<file path="config.mk">
export PLATFORM = sky130hd
export DESIGN_NAME = mc_ctrl_flat
export DESIGN_NICKNAME = d
export VERILOG_FILES = /design/src/rtl/mc_pkg.sv /design/src/rtl/mc_ctrl_if.sv /design/src/rtl/mc_decode.sv /design/src/rtl/mc_ctrl.sv /design/src/flat_wrapper.sv
export SDC_FILE = /design/constraint.sdc
export NUM_CORES = 1
export LEC_CHECK = 0
export BUFFER_PORTS_ARGS = -buffer_cell sky130_fd_sc_hd__buf_2
export CAP_MARGIN = 40
export CORE_ASPECT_RATIO = 1.75
export CORE_MARGIN = 2
export CORE_UTILIZATION = 45
export CTS_BUF_LIST = sky130_fd_sc_hd__clkbuf_8 sky130_fd_sc_hd__clkbuf_16
export DETAILED_ROUTE_END_ITERATION = 6
export PLACE_DENSITY = 0.67
export SETUP_SLACK_MARGIN = 0.15
export SYNTH_ARGS = -nofsm -noshare
export SYNTH_HDL_FRONTEND = slang
export SYNTH_SLANG_ARGS = --single-unit
</file>
<file path="constraint.sdc">
create_clock -name clk -period 7.3 [get_ports clk]
set_input_delay 0.73 -clock clk [delete_from_list [all_inputs] [get_ports clk]]
set_output_delay 0.73 -clock clk [all_outputs]
set_load 0.005 [all_outputs]
</file>
<file path="src/rtl/mc_pkg.sv">
// mc_pkg: shared types and encodings for the multi-cycle MIPS control slice.
// Holds the controller state enum, opcode/funct values, the e_op/alu_op/pc_src
// encodings shared with the extender, ALU and PC mux, the control-word struct,
// and a classifier that maps (opcode, funct) to an instruction kind.
// No ports (package).
package mc_pkg;

  typedef enum logic [3:0] {
    IDLE, FETCH, DECODE, EXEC, MEM, WB, WBM, BRANCH, JUMP, TRAP
  } state_e;

  localparam logic [5:0] OP_RTYPE = 6'b000000;
  localparam logic [5:0] OP_ORI   = 6'b001101;
  localparam logic [5:0] OP_LUI   = 6'b001111;
  localparam logic [5:0] OP_LW    = 6'b100011;
  localparam logic [5:0] OP_SW    = 6'b101011;
  localparam logic [5:0] OP_BEQ   = 6'b000100;
  localparam logic [5:0] OP_J     = 6'b000010;

  localparam logic [5:0] FN_NOP   = 6'b000000;
  localparam logic [5:0] FN_ADDU  = 6'b100001;
  localparam logic [5:0] FN_SUBU  = 6'b100011;

  localparam logic [1:0] ALU_ADD   = 2'd0;
  localparam logic [1:0] ALU_SUB   = 2'd1;
  localparam logic [1:0] ALU_OR    = 2'd2;
  localparam logic [1:0] ALU_PASSB = 2'd3;

  localparam logic [1:0] E_SIGN  = 2'd0;
  localparam logic [1:0] E_ZERO  = 2'd1;
  localparam logic [1:0] E_UPPER = 2'd2;
  localparam logic [1:0] E_SHL2  = 2'd3;

  localparam logic [1:0] PC_SEQ    = 2'd0;
  localparam logic [1:0] PC_BRANCH = 2'd1;
  localparam logic [1:0] PC_JUMP   = 2'd2;

  typedef enum logic [3:0] {
    I_NOP, I_ADDU, I_SUBU, I_ORI, I_LUI, I_LW, I_SW, I_BEQ, I_J, I_ILL
  } instr_e;

  typedef struct packed {
    logic       mem_req;
    logic       mem_we;
    logic       ir_we;
    logic       pc_we;
    logic [1:0] pc_src;
    logic       reg_we;
    logic       reg_dst;
    logic       wd_sel;
    logic [1:0] alu_op;
    logic       alu_b_sel;
    logic [1:0] e_op;
  } ctrl_t;

  // Anything outside the supported subset comes back as I_ILL; the caller
  // decides whether that traps or behaves like a nop.
  function automatic instr_e classify(input logic [5:0] op, input logic [5:0] funct);
    instr_e kind;
    kind = I_ILL;
    case (op)
      OP_RTYPE: begin
        case (funct)
          FN_NOP:  kind = I_NOP;
          FN_ADDU: kind = I_ADDU;
          FN_SUBU: kind = I_SUBU;
          default: kind = I_ILL;
        endcase
      end
      OP_ORI:  kind = I_ORI;
      OP_LUI:  kind = I_LUI;
      OP_LW:   kind = I_LW;
      OP_SW:   kind = I_SW;
      OP_BEQ:  kind = I_BEQ;
      OP_J:    kind = I_J;
      default: kind = I_ILL;
    endcase
    return kind;
  endfunction

endpackage

</file>
<file path="src/rtl/mc_ctrl_if.sv">
// mc_ctrl_if: bundle between the control FSM and the datapath.
// master modport (controller side):
//   in  opcode[5:0], funct[5:0], alu_zero, mem_ready
//   out mem_req, mem_we, ir_we, pc_we, pc_src[1:0], reg_we, reg_dst, wd_sel,
//       alu_op[1:0], alu_b_sel, e_op[1:0], instr_cnt[CNT_W-1:0], illegal
// slave modport (datapath side): same signals, opposite directions.
interface mc_ctrl_if #(parameter int CNT_W = 32);
  logic [5:0]       opcode;
  logic [5:0]       funct;
  logic             alu_zero;
  logic             mem_ready;
  logic             mem_req;
  logic             mem_we;
  logic             ir_we;
  logic             pc_we;
  logic [1:0]       pc_src;
  logic             reg_we;
  logic             reg_dst;
  logic             wd_sel;
  logic [1:0]       alu_op;
  logic             alu_b_sel;
  logic [1:0]       e_op;
  logic [CNT_W-1:0] instr_cnt;
  logic             illegal;

  modport master (
    input  opcode, funct, alu_zero, mem_ready,
    output mem_req, mem_we, ir_we, pc_we, pc_src, reg_we, reg_dst, wd_sel,
           alu_op, alu_b_sel, e_op, instr_cnt, illegal
  );

  modport slave (
    output opcode, funct, alu_zero, mem_ready,
    input  mem_req, mem_we, ir_we, pc_we, pc_src, reg_we, reg_dst, wd_sel,
           alu_op, alu_b_sel, e_op, instr_cnt, illegal
  );
endinterface

</file>
<file path="src/rtl/mc_decode.sv">
// mc_decode: combinational map from controller state plus latched op/funct
// to the datapath control word.
// Ports:
//   state_i      current FSM state
//   op_i         latched opcode
//   funct_i      latched funct
//   alu_zero_i   ALU zero flag (qualifies the branch PC write)
//   mem_ready_i  memory done (qualifies IR/PC load in FETCH)
//   ctrl_o       control word
module mc_decode
  import mc_pkg::*;
(
  input  state_e     state_i,
  input  logic [5:0] op_i,
  input  logic [5:0] funct_i,
  input  logic       alu_zero_i,
  input  logic       mem_ready_i,
  output ctrl_t      ctrl_o
);

  instr_e instr;
  assign instr = classify(op_i, funct_i);

  always_comb begin
    ctrl_o = '0;
    case (state_i)
      FETCH: begin
        ctrl_o.mem_req = 1'b1;
        ctrl_o.ir_we   = mem_ready_i;
        ctrl_o.pc_we   = mem_ready_i;
        ctrl_o.pc_src  = PC_SEQ;
      end
      // WB keeps the EXEC ALU/extender settings so the result stays stable
      // while the register file captures it.
      EXEC, WB: begin
        case (instr)
          I_ADDU: begin ctrl_o.alu_op = ALU_ADD;   ctrl_o.alu_b_sel = 1'b0; end
          I_SUBU: begin ctrl_o.alu_op = ALU_SUB;   ctrl_o.alu_b_sel = 1'b0; end
          I_ORI:  begin ctrl_o.alu_op = ALU_OR;    ctrl_o.alu_b_sel = 1'b1; ctrl_o.e_op = E_ZERO;  end
          I_LUI:  begin ctrl_o.alu_op = ALU_PASSB; ctrl_o.alu_b_sel = 1'b1; ctrl_o.e_op = E_UPPER; end
          I_LW, I_SW: begin ctrl_o.alu_op = ALU_ADD; ctrl_o.alu_b_sel = 1'b1; ctrl_o.e_op = E_SIGN; end
          default: ;
        endcase
        if (state_i == WB) begin
          ctrl_o.reg_we  = 1'b1;
          ctrl_o.wd_sel  = 1'b0;
          ctrl_o.reg_dst = (instr == I_ADDU) || (instr == I_SUBU);
        end
      end
      MEM: begin
        ctrl_o.mem_req = 1'b1;
        ctrl_o.mem_we  = (instr == I_SW);
      end
      WBM: begin
        ctrl_o.reg_we = 1'b1;
        ctrl_o.wd_sel = 1'b1;
      end
      BRANCH: begin
        ctrl_o.alu_op = ALU_SUB;
        ctrl_o.e_op   = E_SHL2;
        ctrl_o.pc_src = PC_BRANCH;
        ctrl_o.pc_we  = alu_zero_i;
      end
      JUMP: begin
        ctrl_o.pc_we  = 1'b1;
        ctrl_o.pc_src = PC_JUMP;
      end
      default: ;
    endcase
  end

endmodule

</file>
<file path="src/rtl/mc_ctrl.sv">
// mc_ctrl: multi-cycle control FSM for the single-memory MIPS datapath.
// Sequences FETCH/DECODE/EXEC/MEM/WB for addu, subu, ori, lw, sw, beq, lui,
// j and nop, and counts retired instructions.
// Ports:
//   clk    system clock, rising edge
//   rst_n  asynchronous active-low reset
//   bus    mc_ctrl_if.master (opcode/funct/alu_zero/mem_ready in,
//          control strobes, instr_cnt and illegal out)
// Optional feature: define MC_CTRL_ILLEGAL_TRAP_EN to send unknown
// instructions to a TRAP state with a sticky illegal flag; otherwise they
// retire as nops and illegal is tied 0.
module mc_ctrl
  import mc_pkg::*;
#(
  parameter int CNT_W = 32
) (
  input logic       clk,
  input logic       rst_n,
  mc_ctrl_if.master bus
);

  state_e           state_q, state_d;
  logic [5:0]       op_q, op_d;
  logic [5:0]       funct_q, funct_d;
  logic [CNT_W-1:0] cnt_q, cnt_d;
  logic             retire;
  instr_e           instr_q;
  ctrl_t            ctrl;

`ifdef MC_CTRL_ILLEGAL_TRAP_EN
  logic illegal_q, illegal_d;
`endif

  assign instr_q = classify(op_q, funct_q);

  // Next state. DECODE routes on the live opcode/funct while capturing them;
  // every later state works from the captured copy.
  always_comb begin
    state_d = state_q;
    op_d    = op_q;
    funct_d = funct_q;
`ifdef MC_CTRL_ILLEGAL_TRAP_EN
    illegal_d = illegal_q;
`endif
    case (state_q)
      IDLE:  state_d = FETCH;
      FETCH: if (bus.mem_ready) state_d = DECODE;
      DECODE: begin
        op_d    = bus.opcode;
        funct_d = bus.funct;
        case (classify(bus.opcode, bus.funct))
          I_NOP: state_d = FETCH;
          I_ADDU, I_SUBU, I_ORI, I_LUI, I_LW, I_SW: state_d = EXEC;
          I_BEQ: state_d = BRANCH;
          I_J:   state_d = JUMP;
          default: begin
`ifdef MC_CTRL_ILLEGAL_TRAP_EN
            state_d   = TRAP;
            illegal_d = 1'b1;
`else
            state_d   = FETCH;
`endif
          end
        endcase
      end
      EXEC:  state_d = ((instr_q == I_LW) || (instr_q == I_SW)) ? MEM : WB;
      MEM:   if (bus.mem_ready) state_d = (instr_q == I_LW) ? WBM : FETCH;
      WB, WBM, BRANCH, JUMP: state_d = FETCH;
      TRAP:  state_d = TRAP;
      default: state_d = IDLE;
    endcase
  end

  // An instruction retires on any return to FETCH except the initial one.
  always_comb begin
    retire = (state_d == FETCH) && (state_q != IDLE) && (state_q != FETCH);
    cnt_d  = retire ? cnt_q + {{(CNT_W-1){1'b0}}, 1'b1} : cnt_q;
  end

  // State, captured instruction fields and retire counter.
  always_ff @(posedge clk or negedge rst_n) begin
    if (!rst_n) begin
      state_q <= IDLE;
      op_q    <= '0;
      funct_q <= '0;
      cnt_q   <= '0;
    end else begin
      state_q <= state_d;
      op_q    <= op_d;
      funct_q <= funct_d;
      cnt_q   <= cnt_d;
    end
  end

`ifdef MC_CTRL_ILLEGAL_TRAP_EN
  always_ff @(posedge clk or negedge rst_n) begin
    if (!rst_n) illegal_q <= 1'b0;
    else        illegal_q <= illegal_d;
  end
  assign bus.illegal = illegal_q;
`else
  assign bus.illegal = 1'b0;
`endif

  mc_decode u_decode (
    .state_i     (state_q),
    .op_i        (op_q),
    .funct_i     (funct_q),
    .alu_zero_i  (bus.alu_zero),
    .mem_ready_i (bus.mem_ready),
    .ctrl_o      (ctrl)
  );

  assign bus.mem_req   = ctrl.mem_req;
  assign bus.mem_we    = ctrl.mem_we;
  assign bus.ir_we     = ctrl.ir_we;
  assign bus.pc_we     = ctrl.pc_we;
  assign bus.pc_src    = ctrl.pc_src;
  assign bus.reg_we    = ctrl.reg_we;
  assign bus.reg_dst   = ctrl.reg_dst;
  assign bus.wd_sel    = ctrl.wd_sel;
  assign bus.alu_op    = ctrl.alu_op;
  assign bus.alu_b_sel = ctrl.alu_b_sel;
  assign bus.e_op      = ctrl.e_op;
  assign bus.instr_cnt = cnt_q;

endmodule

</file>
<file path="src/flat_wrapper.sv">
// flat-port wrapper written by rule: the top's interface ports become plain ports
module mc_ctrl_flat import mc_pkg::*;
#(
  parameter int CNT_W = 32
)
  (clk, rst_n, bus_opcode, bus_funct, bus_alu_zero, bus_mem_ready, bus_mem_req, bus_mem_we, bus_ir_we, bus_pc_we, bus_pc_src, bus_reg_we, bus_reg_dst, bus_wd_sel, bus_alu_op, bus_alu_b_sel, bus_e_op, bus_instr_cnt, bus_illegal);
  mc_ctrl_if #(.CNT_W(CNT_W)) bus_i ();
  input logic clk;
  input logic rst_n;
  input wire logic [$bits(bus_i.opcode)-1:0] bus_opcode;
  input wire logic [$bits(bus_i.funct)-1:0] bus_funct;
  input wire logic [$bits(bus_i.alu_zero)-1:0] bus_alu_zero;
  input wire logic [$bits(bus_i.mem_ready)-1:0] bus_mem_ready;
  output wire logic [$bits(bus_i.mem_req)-1:0] bus_mem_req;
  output wire logic [$bits(bus_i.mem_we)-1:0] bus_mem_we;
  output wire logic [$bits(bus_i.ir_we)-1:0] bus_ir_we;
  output wire logic [$bits(bus_i.pc_we)-1:0] bus_pc_we;
  output wire logic [$bits(bus_i.pc_src)-1:0] bus_pc_src;
  output wire logic [$bits(bus_i.reg_we)-1:0] bus_reg_we;
  output wire logic [$bits(bus_i.reg_dst)-1:0] bus_reg_dst;
  output wire logic [$bits(bus_i.wd_sel)-1:0] bus_wd_sel;
  output wire logic [$bits(bus_i.alu_op)-1:0] bus_alu_op;
  output wire logic [$bits(bus_i.alu_b_sel)-1:0] bus_alu_b_sel;
  output wire logic [$bits(bus_i.e_op)-1:0] bus_e_op;
  output wire logic [$bits(bus_i.instr_cnt)-1:0] bus_instr_cnt;
  output wire logic [$bits(bus_i.illegal)-1:0] bus_illegal;
  assign bus_i.opcode = bus_opcode;
  assign bus_i.funct = bus_funct;
  assign bus_i.alu_zero = bus_alu_zero;
  assign bus_i.mem_ready = bus_mem_ready;
  assign bus_mem_req = bus_i.mem_req;
  assign bus_mem_we = bus_i.mem_we;
  assign bus_ir_we = bus_i.ir_we;
  assign bus_pc_we = bus_i.pc_we;
  assign bus_pc_src = bus_i.pc_src;
  assign bus_reg_we = bus_i.reg_we;
  assign bus_reg_dst = bus_i.reg_dst;
  assign bus_wd_sel = bus_i.wd_sel;
  assign bus_alu_op = bus_i.alu_op;
  assign bus_alu_b_sel = bus_i.alu_b_sel;
  assign bus_e_op = bus_i.e_op;
  assign bus_instr_cnt = bus_i.instr_cnt;
  assign bus_illegal = bus_i.illegal;
  mc_ctrl #(.CNT_W(CNT_W)) u_core (.clk(clk), .rst_n(rst_n), .bus(bus_i));
endmodule
</file>
-- Word level (Yosys, flattened, before mapping)
Memory sizes are Yosys's and may differ from the RTL's.
Index checks and enable logic that the tools add are counted.
- flip-flop bits (word level): 48
- output and inout port bits: 47
- logic and storage cells: 76
- memories kept: 1
- memory bits (read-only): 64
- input port bits: 16
- equal/unequal tests: 33
- muxes and demuxes: 23
- $add $sub $neg: 1
- reductions and logical operators: 14
- memories (memory ; words ; width ; read ports ; clocked after memory_dff ; wr ports ; line ; source):
    (no name shown) ; 16 ; 4 ; 1 ; 0 ; 0 ; mc_ctrl.sv:51 ; case (classify(bus.opcode, bus.funct))
- operators by type and width (kind ; number):
    one-hot mux 4 bit (7 select lines) ; 2
    == test 6 bit, second input constant ; 8
    adder 32 x 1 -> 32 bit, second input constant ; 1
    == test 4 x 3 -> 1 bit, second input constant ; 7
    == test 6 x 4 -> 1 bit, second input constant ; 4
    zero test 6 bit ; 4
    one-hot mux 4 bit (3 select lines) ; 2
    one-hot mux 4 bit (6 select lines) ; 1
    == test 4 x 2 -> 1 bit, second input constant ; 4
    == test 4 x 1 -> 1 bit, second input constant ; 3
    == test 6 x 2 -> 1 bit, second input constant ; 2
    == test 6 x 3 -> 1 bit, second input constant ; 2
    2-to-1 mux 4 bit ; 3
    one-hot mux 2 bit (2 select lines) ; 3
    one-hot mux 3 bit (4 select lines) ; 1
    one-hot mux 3 bit (3 select lines) ; 1
    == test 4 bit, second input constant ; 2
    2-to-1 mux 1 bit ; 6
    2-to-1 mux 3 bit ; 2
    OR reduction 2 bit ; 3
    OR reduction 5 bit ; 1
    zero test 4 bit ; 1
    inequality test 4 x 1 -> 1 bit, second input constant ; 1
    one-hot mux 1 bit (2 select lines) ; 2
    3 further kinds ; 5

-- Longest topological paths before layout
Gate-level depths: netlist of the first run.
- word-level depth: 10
- depth in mapped cells: 8
- mapped depth without buffers: 6

-- Hierarchy
From an unflattened synthesis of the first run, not the netlist that was laid out.
- cells, all modules: 272
- area total of the unflattened synthesis: 2766.4 µm²
- by module, submodules not included (module ; instances ; cells an instance ; sequential area each (µm²) ; area an instance (µm²)):
    mc_ctrl ; 1 ; 210 ; 1201.2 ; 2368.5
    mc_decode ; 1 ; 62 ; 0.0 ; 397.9

-- Least setup slack after synthesis of the first run
Ideal clock, no wire load.
- path type: register to output
- start: register u_core.op_q[0]
- end: output bus_alu_b_sel
- data required time: 6.570 ns
- slack: 4.689 ns
- stages on the path, launching flop included: 8
- arrival: 1.881 ns
- path buffers: 1
- cell sequence: dfrtp_1 clkbuf_1 nor4_1 a21oi_1 a311oi_1 nand2_1 or3_1 o211ai_1
- longest elaborated chain between the ends: 6
- elaborated cells between the ends (all ways): 16
- those cells by class: 11 x eq/ne; 3 x mux; 2 x reduce/logical
- ends and longest elaborated chain (element ; line ; source):
    from (decl) ; mc_ctrl.sv:23 ; logic [5:0] op_q, op_d;
    from (signal assigned) ; mc_ctrl.sv:89 ; op_q <= op_d;
    == test 6 x 2 -> 1 bit, or another cell as far along ; mc_pkg.sv:61 ; case (op)
    one-hot mux 4 bit (7 select lines) (*) ; mc_pkg.sv:61 ;
    == test 4 x 3 -> 1 bit ; mc_decode.sv:36 ; case (instr)
    OR reduction 2 bit ; mc_decode.sv:36 ;
    one-hot mux 3 bit (4 select lines) (*) ; mc_decode.sv:36 ;
    2-to-1 mux 1 bit (*) ; mc_decode.sv:26 ; case (state_i)
    to (decl) ; flat_wrapper.sv:23 ; output wire logic [$bits(bus_i.alu_b_sel)-1:0] bus_alu_b_sel;
Every way passes the cells marked *; elsewhere a longest branch is shown, timed or not.

-- Worst setup path after layout of the first run
- start: register u_core.funct_q[3]
- end: output bus_alu_b_sel
- longest elaborated chain between the ends: 7
- elaborated cells between the ends (all ways): 13
- those cells by class: 7 x eq/ne; 4 x mux; 2 x reduce/logical
- ends and longest elaborated chain (element ; line ; source):
    from (decl) ; mc_ctrl.sv:24 ; logic [5:0] funct_q, funct_d;
    from (signal assigned) ; mc_ctrl.sv:90 ; funct_q <= funct_d;
    == test 6 bit or zero test 6 bit (tied branches) ; mc_pkg.sv:63 ; case (funct)
    one-hot mux 4 bit (3 select lines) (*) ; mc_pkg.sv:63 ;
    one-hot mux 4 bit (7 select lines) (*) ; mc_pkg.sv:61 ;
    == test 4 x 3 -> 1 bit ; mc_decode.sv:36 ;
    OR reduction 2 bit ; mc_decode.sv:36 ;
    one-hot mux 3 bit (4 select lines) (*) ; mc_decode.sv:36 ;
    2-to-1 mux 1 bit (*) ; mc_decode.sv:26 ;
Marks and branches as above.

==> out/results.ini, run 1 <==
[clock_network]
hold_buffers=0
post-cts-setup-buffers=0
clk_pin_slew_ns=0.09
cts_htree_levels=2
cts_tree=yes
cts-root-buf=clkbuf_8
clock_sinks=48
clockBufferDepth=2
numCtsBuffers=5
cts-resized-gates=0
worstSkewPairLatency_ns=0.30

[finish]
antenna_cells=0
layout.nets=386
area_growth_pct=15.8
fin_cells=449
drive_gt1_frac=0.230
stdcell_area_sq_mm=0.00329

[worst_hold_path]
hold_path_class=flip-flop to flip-flop

[sta]
relSlewSlack=0.511
drv_slew=0
rsz0062_at_grt=false
worstMarginPinSlew_ns=0.723
finalCritPeriodShare=0.467
fin_skew_ns=0.0121
min_period_ns=3.41
finalSetupTns_ns=0
setup_viol=0
hold_violations=0
fmax_mhz=293

[job]
drv_cap=0

[power]
ir_worst_vdd_mv=0.126
p_comb_frac=0.401
p_leak_uw=0.00171
switchingPower_uw=414
clockPowerShare=0.169
power_frac_seq=0.430
power_density_mw_per_mm2=298
p_sw_frac=0.424
intPower_uw=564

[global_routing]
grtUsageTotal=0.203
antenna_found_initial=0
grt_pass1_vias=2436
overflow=0
grt_max_degree=49
grt_pass1_wl_microns=11200

[worst_setup_path]
critPathArrivalTime_ns=2.68
critPathKind=flip-flop to output pin
path_buf_inv=1
endpoint_kind=output pin
crit_required_ns=6.57
worst_path_max_delay_cell=a311oi_1
cp-start-kind=flip-flop
slowest_delay_ns=0.57
crit_chain=nor3_1 > o21ai_0 > a311oi_1 > nand2_1 > or3_1 > o211ai_1 > buf_2
path_max_fanout=4
critPathTopFamily=simple AND/OR/NAND/NOR gates

[drt]
drt_first_pass_iters=4
vias_per_cell=5.50
drt_iter0_drc=94
vias=2470
finalWirelength_microns=6760
drc=0
wire_per_inst_microns=15.1
ant_nets=0

[yosys]
syn_avg_cell_area_sq_um=8.95
ys_warn_count=0
synthesis.nets=334
async_flop_share=1.00
yosys_most_used_dff=dfrtp_1
synth_area_sq_mm=0.00284
ys_ff_latch=48
syn-instance-count=317
ys_seq_area_frac=0.423
synth_cell_type_count=50
synth_edf_count=0

[placed_design]
post-dp-hpwl_microns=5120
placed_cells=442
io_buffers=61
placed_area_sq_mm=0.00319
place.gp.congestion=0.755

[floorplan]
coreArea_sq_mm=0.00613
die_h_microns=109
fp.dieW_microns=64.0
rows=38
design.die.area_sq_mm=0.00698
start_util=0.462
pin_count=63

[status]
outcome=finished, final reports clean

-- area by class of cell --
type	instances	area, sq um
multi-input combinational	242	1520
inverter	8	30.0
tap	80	100
timing repair buffer	64	348
fill	597	2850
sequential	48	1200
clock inverter	1	8.76
clock buffer	6	82.6
-- stage by stage --
stage | power, uW | hold slack (ns) | setup WS, ns | util
3_3_place_gp | 780 | 0.462 | 4.03 | 0.516
6_report | 978 | 0.481 | 3.89 | 0.536
4_1_cts | 986 | 0.482 | 3.88 | 0.536
2_1_floorplan | 684 | 0.434 | 4.69 | -
3_5_place_dp | 820 | 0.464 | 4.16 | 0.521
5_1_grt | 1050 | 0.496 | 3.56 | 0.536
-- path summary, 6_finish.rpt --
| kind | from | to | slack, ns | cells past startpoint |
|---|---|---|---|---|
| hold / removal | u_core.bus.instr_cnt[27] | u_core.bus.instr_cnt[27] | 0.48 | 1 |
| setup reg to reg | u_core.state_q[2] | u_core.bus.instr_cnt[1] | 4.30 | 7 |
| hold reg to reg | u_core.bus.instr_cnt[27] | u_core.bus.instr_cnt[27] | 0.48 | 1 |
| min in group asynchronous | rst_n | u_core.bus.instr_cnt[1] | 0.53 | 2 |
| max in group asynchronous | rst_n | u_core.bus.instr_cnt[7] | 6.35 | 2 |
| setup / recovery | u_core.funct_q[3] | bus_alu_b_sel | 3.89 | 7 |
-- cells in the mapped netlist, types with 2 or more instances --
cell,n,area (sq um)
clkbuf_1,11,41.3
and3_1,6,37.5
a21oi_1,7,35.0
or4b_1,2,20.0
a21boi_0,2,15.0
nand2_1,61,229
nand3_1,10,50.1
xor2_1,30,263
o211ai_1,2,15.0
or3_1,2,12.5
nor4_2,4,50.1
nor3_1,18,90.1
and2_1,3,18.8
nor3_2,2,20.0
nor4_1,13,81.3
a211o_1,3,26.3
nand3b_1,3,22.5
buf_2,6,30.0
and3b_1,2,17.5
xnor2_1,4,35.0
o21ai_0,4,20.0
nor2_1,13,48.8
a211oi_1,2,15.0
nor2b_1,5,31.3
a21o_1,2,15.0
nor3b_1,2,15.0
inv_1,8,30.0
a311oi_1,2,17.5
nor4b_1,7,61.3
or2_2,3,18.8
nand4_1,7,43.8
dfrtp_1,48,1200
nand2b_1,5,31.3
or4_1,2,15.0
-- power by group through the flow --
| stage | logic, uW | registers [uW] | clock network (uW) |
|---|---|---|---|
| global placement | 359 | 421 | 0 |
| floorplan | 313 | 370 | 0 |
| finish | 392 | 421 | 165 |
| detailed placement | 395 | 425 | 0 |
| CTS | 398 | 419 | 169 |
| global route | 441 | 432 | 180 |
-- kinds of logic after synthesis --
group | Yosys count | synth area share
xor gates and xnor gates | 34 | 0.105
and+or+nand+nor | 175 | 0.345
DFF | 48 | 0.423
buffers and inverters | 27 | 0.0423
AOI/OAI and AO/OA | 30 | 0.0750
muxes | 1 | 0.00397
other | 1 | 0.00132
adders and majority gates | 1 | 0.00441
-- placed cells by master (no fill, tap or decap), types with 6 or more instances in the layout --
cell type	Yosys	routed
a21oi_1	7	7
and3_1	6	6
buf_2	6	61
clkbuf_8	0	6
dfrtp_1	48	48
inv_1	8	8
nand2_1	61	61
nand3_1	10	10
nand4_1	7	7
nor2_1	13	13
nor3_1	18	18
nor4_1	13	13
nor4b_1	7	7
xor2_1	30	30
-- worst reg2reg max path, stage by stage, from the launching register on --
cell,delay (ns)
dfrtp_1,0.61
or4b_1,0.48
nor2_1,0.10
a221o_1,0.38
a211o_1,0.40
buf_16,0.24
nor3_1,0.31
mux2_2,0.37
-- metal layers --
metal	vias to the layer above	track usage	share of wire
met5	-	0	0
met4	0	0.0714	0.017
met3	12	0.0320	0.037
met2	60	0.382	0.55
met1	1189	0.227	0.40
li1	1209	-	-
-- flip-flops by register name, indices dropped and copies added, names as in the netlist --
signal                cells
u_core.bus.instr_cnt     32
u_core.funct_q            6
u_core.op_q               6
u_core.state_q            4
No activity file was read; power rests on OpenSTA's default activity.
==> run 2: changes to the inputs <==
==> constraint.sdc (replaced) <==
create_clock -name clk -period 3.53 [get_ports clk]
set_input_delay 0.353 -clock clk [delete_from_list [all_inputs] [get_ports clk]]
set_output_delay 0.353 -clock clk [all_outputs]
set_load 0.005 [all_outputs]
==> run 2 against run 1 <==
  * The run now ends with negative hold slack left
  * Wire length shrank 1.8%
  * Clock skew shrank 0.0050 ns
  * Sequential cell count is the same
  * Worst setup slack lost 3.3 ns
  * Sequential power grew 110%
  * Critical path depth shrank 1
  * Total power grew 100%
  * Global-route usage shrank 0.42 points
  * Register-to-register slack lost 3.7 ns
  * Via count shrank 0.45%
  * Non-clock buffer count grew 1
  * Count of clock-buffer cells in the layout shrank 1
  * Critical path type is now flip-flop to flip-flop
==> out/results.ini, run 2 (synthesis gave the netlist of run 1 again) <==
[global_routing]
grt_pass1_vias=2376  ; -2.5%
grt_pass1_wl_microns=11000  ; -2.5%
overflow=0  ; unchanged
antenna_found_initial=0  ; unchanged
grtUsageTotal=0.199  ; -0.00424
grt_max_degree=30  ; -39%

[finish]
mostFrequentLayoutCells=61 x nand2_1, 61 x buf_2, 48 x dfrtp_1
antenna_cells=0  ; unchanged
utilization=0.536  ; about the same
fill_cells=600  ; +0.50%
largest_reg_flops=32  ; unchanged
multiInputGateArea_sq_mm=0.00152  ; unchanged
regArea_sq_mm=0.00120  ; unchanged
drive_gt1_frac=0.235  ; +0.00415
area_growth_pct=15.9  ; about the same
layout.nets=387  ; +0.26%

[drt]
wire_per_inst_microns=14.7  ; -2.3%
drt_iter0_drc=68  ; -28%
vias=2459  ; -0.45%
finalWirelength_microns=6640  ; -1.8%
vias_per_cell=5.45  ; -0.89%
ant_nets=0  ; unchanged
drt_first_pass_iters=4  ; unchanged
drc=0  ; unchanged

[sta]
finalSetupTns_ns=0  ; unchanged
drv_slew=0  ; unchanged
min_period_ns=2.92
finalCritPeriodShare=0.828
fmax_mhz=342
timing.hold.ws_ns=-0.0114  ; -0.492 ns
setup_viol=0  ; unchanged
rsz0062_at_grt=false
hold_violations=18  ; +18
relSlewSlack=0.569  ; +0.0582
worstMarginPinSlew_ns=0.637  ; -0.0861 ns
fin_skew_ns=0.00705  ; -0.00503 ns

[status]
outcome=finished, violations left
failed_checks=negative hold slack

[worst_setup_path]
endpoint_kind=flip-flop
critPathArrivalTime_ns=3.15  ; +0.47 ns
critPathKind=flip-flop to flip-flop
crit_required_ns=3.76  ; -2.81 ns
path_max_fanout=17  ; +13
cp-start-kind=flip-flop

[clock_network]
worstSkewPairLatency_ns=0.30  ; about the same
cts_htree_levels=2  ; unchanged
numCtsBuffers=5  ; unchanged
cts-root-buf=clkbuf_8
post-cts-setup-buffers=0  ; unchanged
hold_buffers=0  ; unchanged
cts-resized-gates=0  ; unchanged
clock_sinks=48  ; unchanged
cts_tree=yes
clockBufferDepth=2  ; unchanged
clk_pin_slew_ns=0.09  ; about the same

[power]
p_leak_uw=0.00171  ; -0.27%
power_density_mw_per_mm2=601  ; +100%
ir_worst_vdd_mv=0.342  ; +170%

[floorplan]
rows=38  ; unchanged
die_h_microns=109  ; unchanged
start_util=0.462  ; unchanged
fp.dieW_microns=64.0  ; unchanged
coreArea_sq_mm=0.00613  ; unchanged
pin_count=63  ; unchanged
design.die.area_sq_mm=0.00698  ; unchanged

[placed_design]
place.gp.congestion=0.769  ; +1.8%
io_buffers=61  ; unchanged
post-dp-hpwl_microns=5120  ; about the same

[worst_hold_path]
hold_path_class=primary input to asynchronous set/reset pin

[job]
drv_cap=0  ; unchanged

## run 2: final timing paths
kind | endpoint | slack [ns] | depth (start not counted) | startpoint
hold reg to reg | u_core.bus.instr_cnt[31] | 0.48 | 1 | u_core.bus.instr_cnt[31]
setup / recovery | u_core.bus.instr_cnt[26] | 0.61 | 6 | u_core.state_q[2]
setup reg to reg | u_core.bus.instr_cnt[26] | 0.61 | 6 | u_core.state_q[2]
max in group asynchronous | u_core.bus.instr_cnt[22] | 3.03 | 2 | rst_n
min in group clk | u_core.funct_q[3] | 0.25 | 3 | bus_funct[3]
hold / removal | u_core.bus.instr_cnt[15] | -0.01 | 1 | rst_n
## run 2: area by class of cell
class / instances / area share
clock buffers: 5 / 0.0209
well taps: 80 / 0.0305
repair buffers: 65 / 0.106
clock inverters: 3 / 0.00723
flip-flops and latches: 48 / 0.365
inverters: 8 / 0.00914
multi-input cells: 242 / 0.461
## run 2: per-layer routing
metal	track usage	wire (microns)
met4	0.0668	74
met2	0.375	3700
met1	0.226	2640
met3	0.0258	220
met5	0	0
## run 2: stage by stage
stage / power (uW) / hold WS [ns] / instance area, sq um / instances / setup slack (ns)
after detailed placement: 1650 / 0.335 / 3190 / 443 / 0.617
after global routing: 2130 / 0.0266 / 3290 / 451 / 0.360
after global placement: 1630 / 0.461 / 3170 / 442 / 0.723
final: 1980 / -0.0114 / 3290 / 451 / 0.606
after CTS: 1990 / 0.00568 / 3290 / 451 / 0.578
after floorplan: 1410 / 0.0574 / 2840 / 317 / 1.21
## run 2: power breakdown
| part | leakage (uW) | internal (uW) | switching (uW) |
|---|---|---|---|
| Sequential | 0.000619 | 669 | 198 |
| Combinational | 0.00105 | 318 | 455 |
| Clock | 0.0000404 | 141 | 197 |
| Total | 0.00171 | 1130 | 849 |
## run 2: worst max-delay path: stages (launching register included)
cell and delay (ns):
dfrtp_1 0.54, or4b_1 0.81, a21oi_2 0.20, a211oi_1 0.10, or4b_4 0.70, nor4_1 0.32
xor2_1 0.18
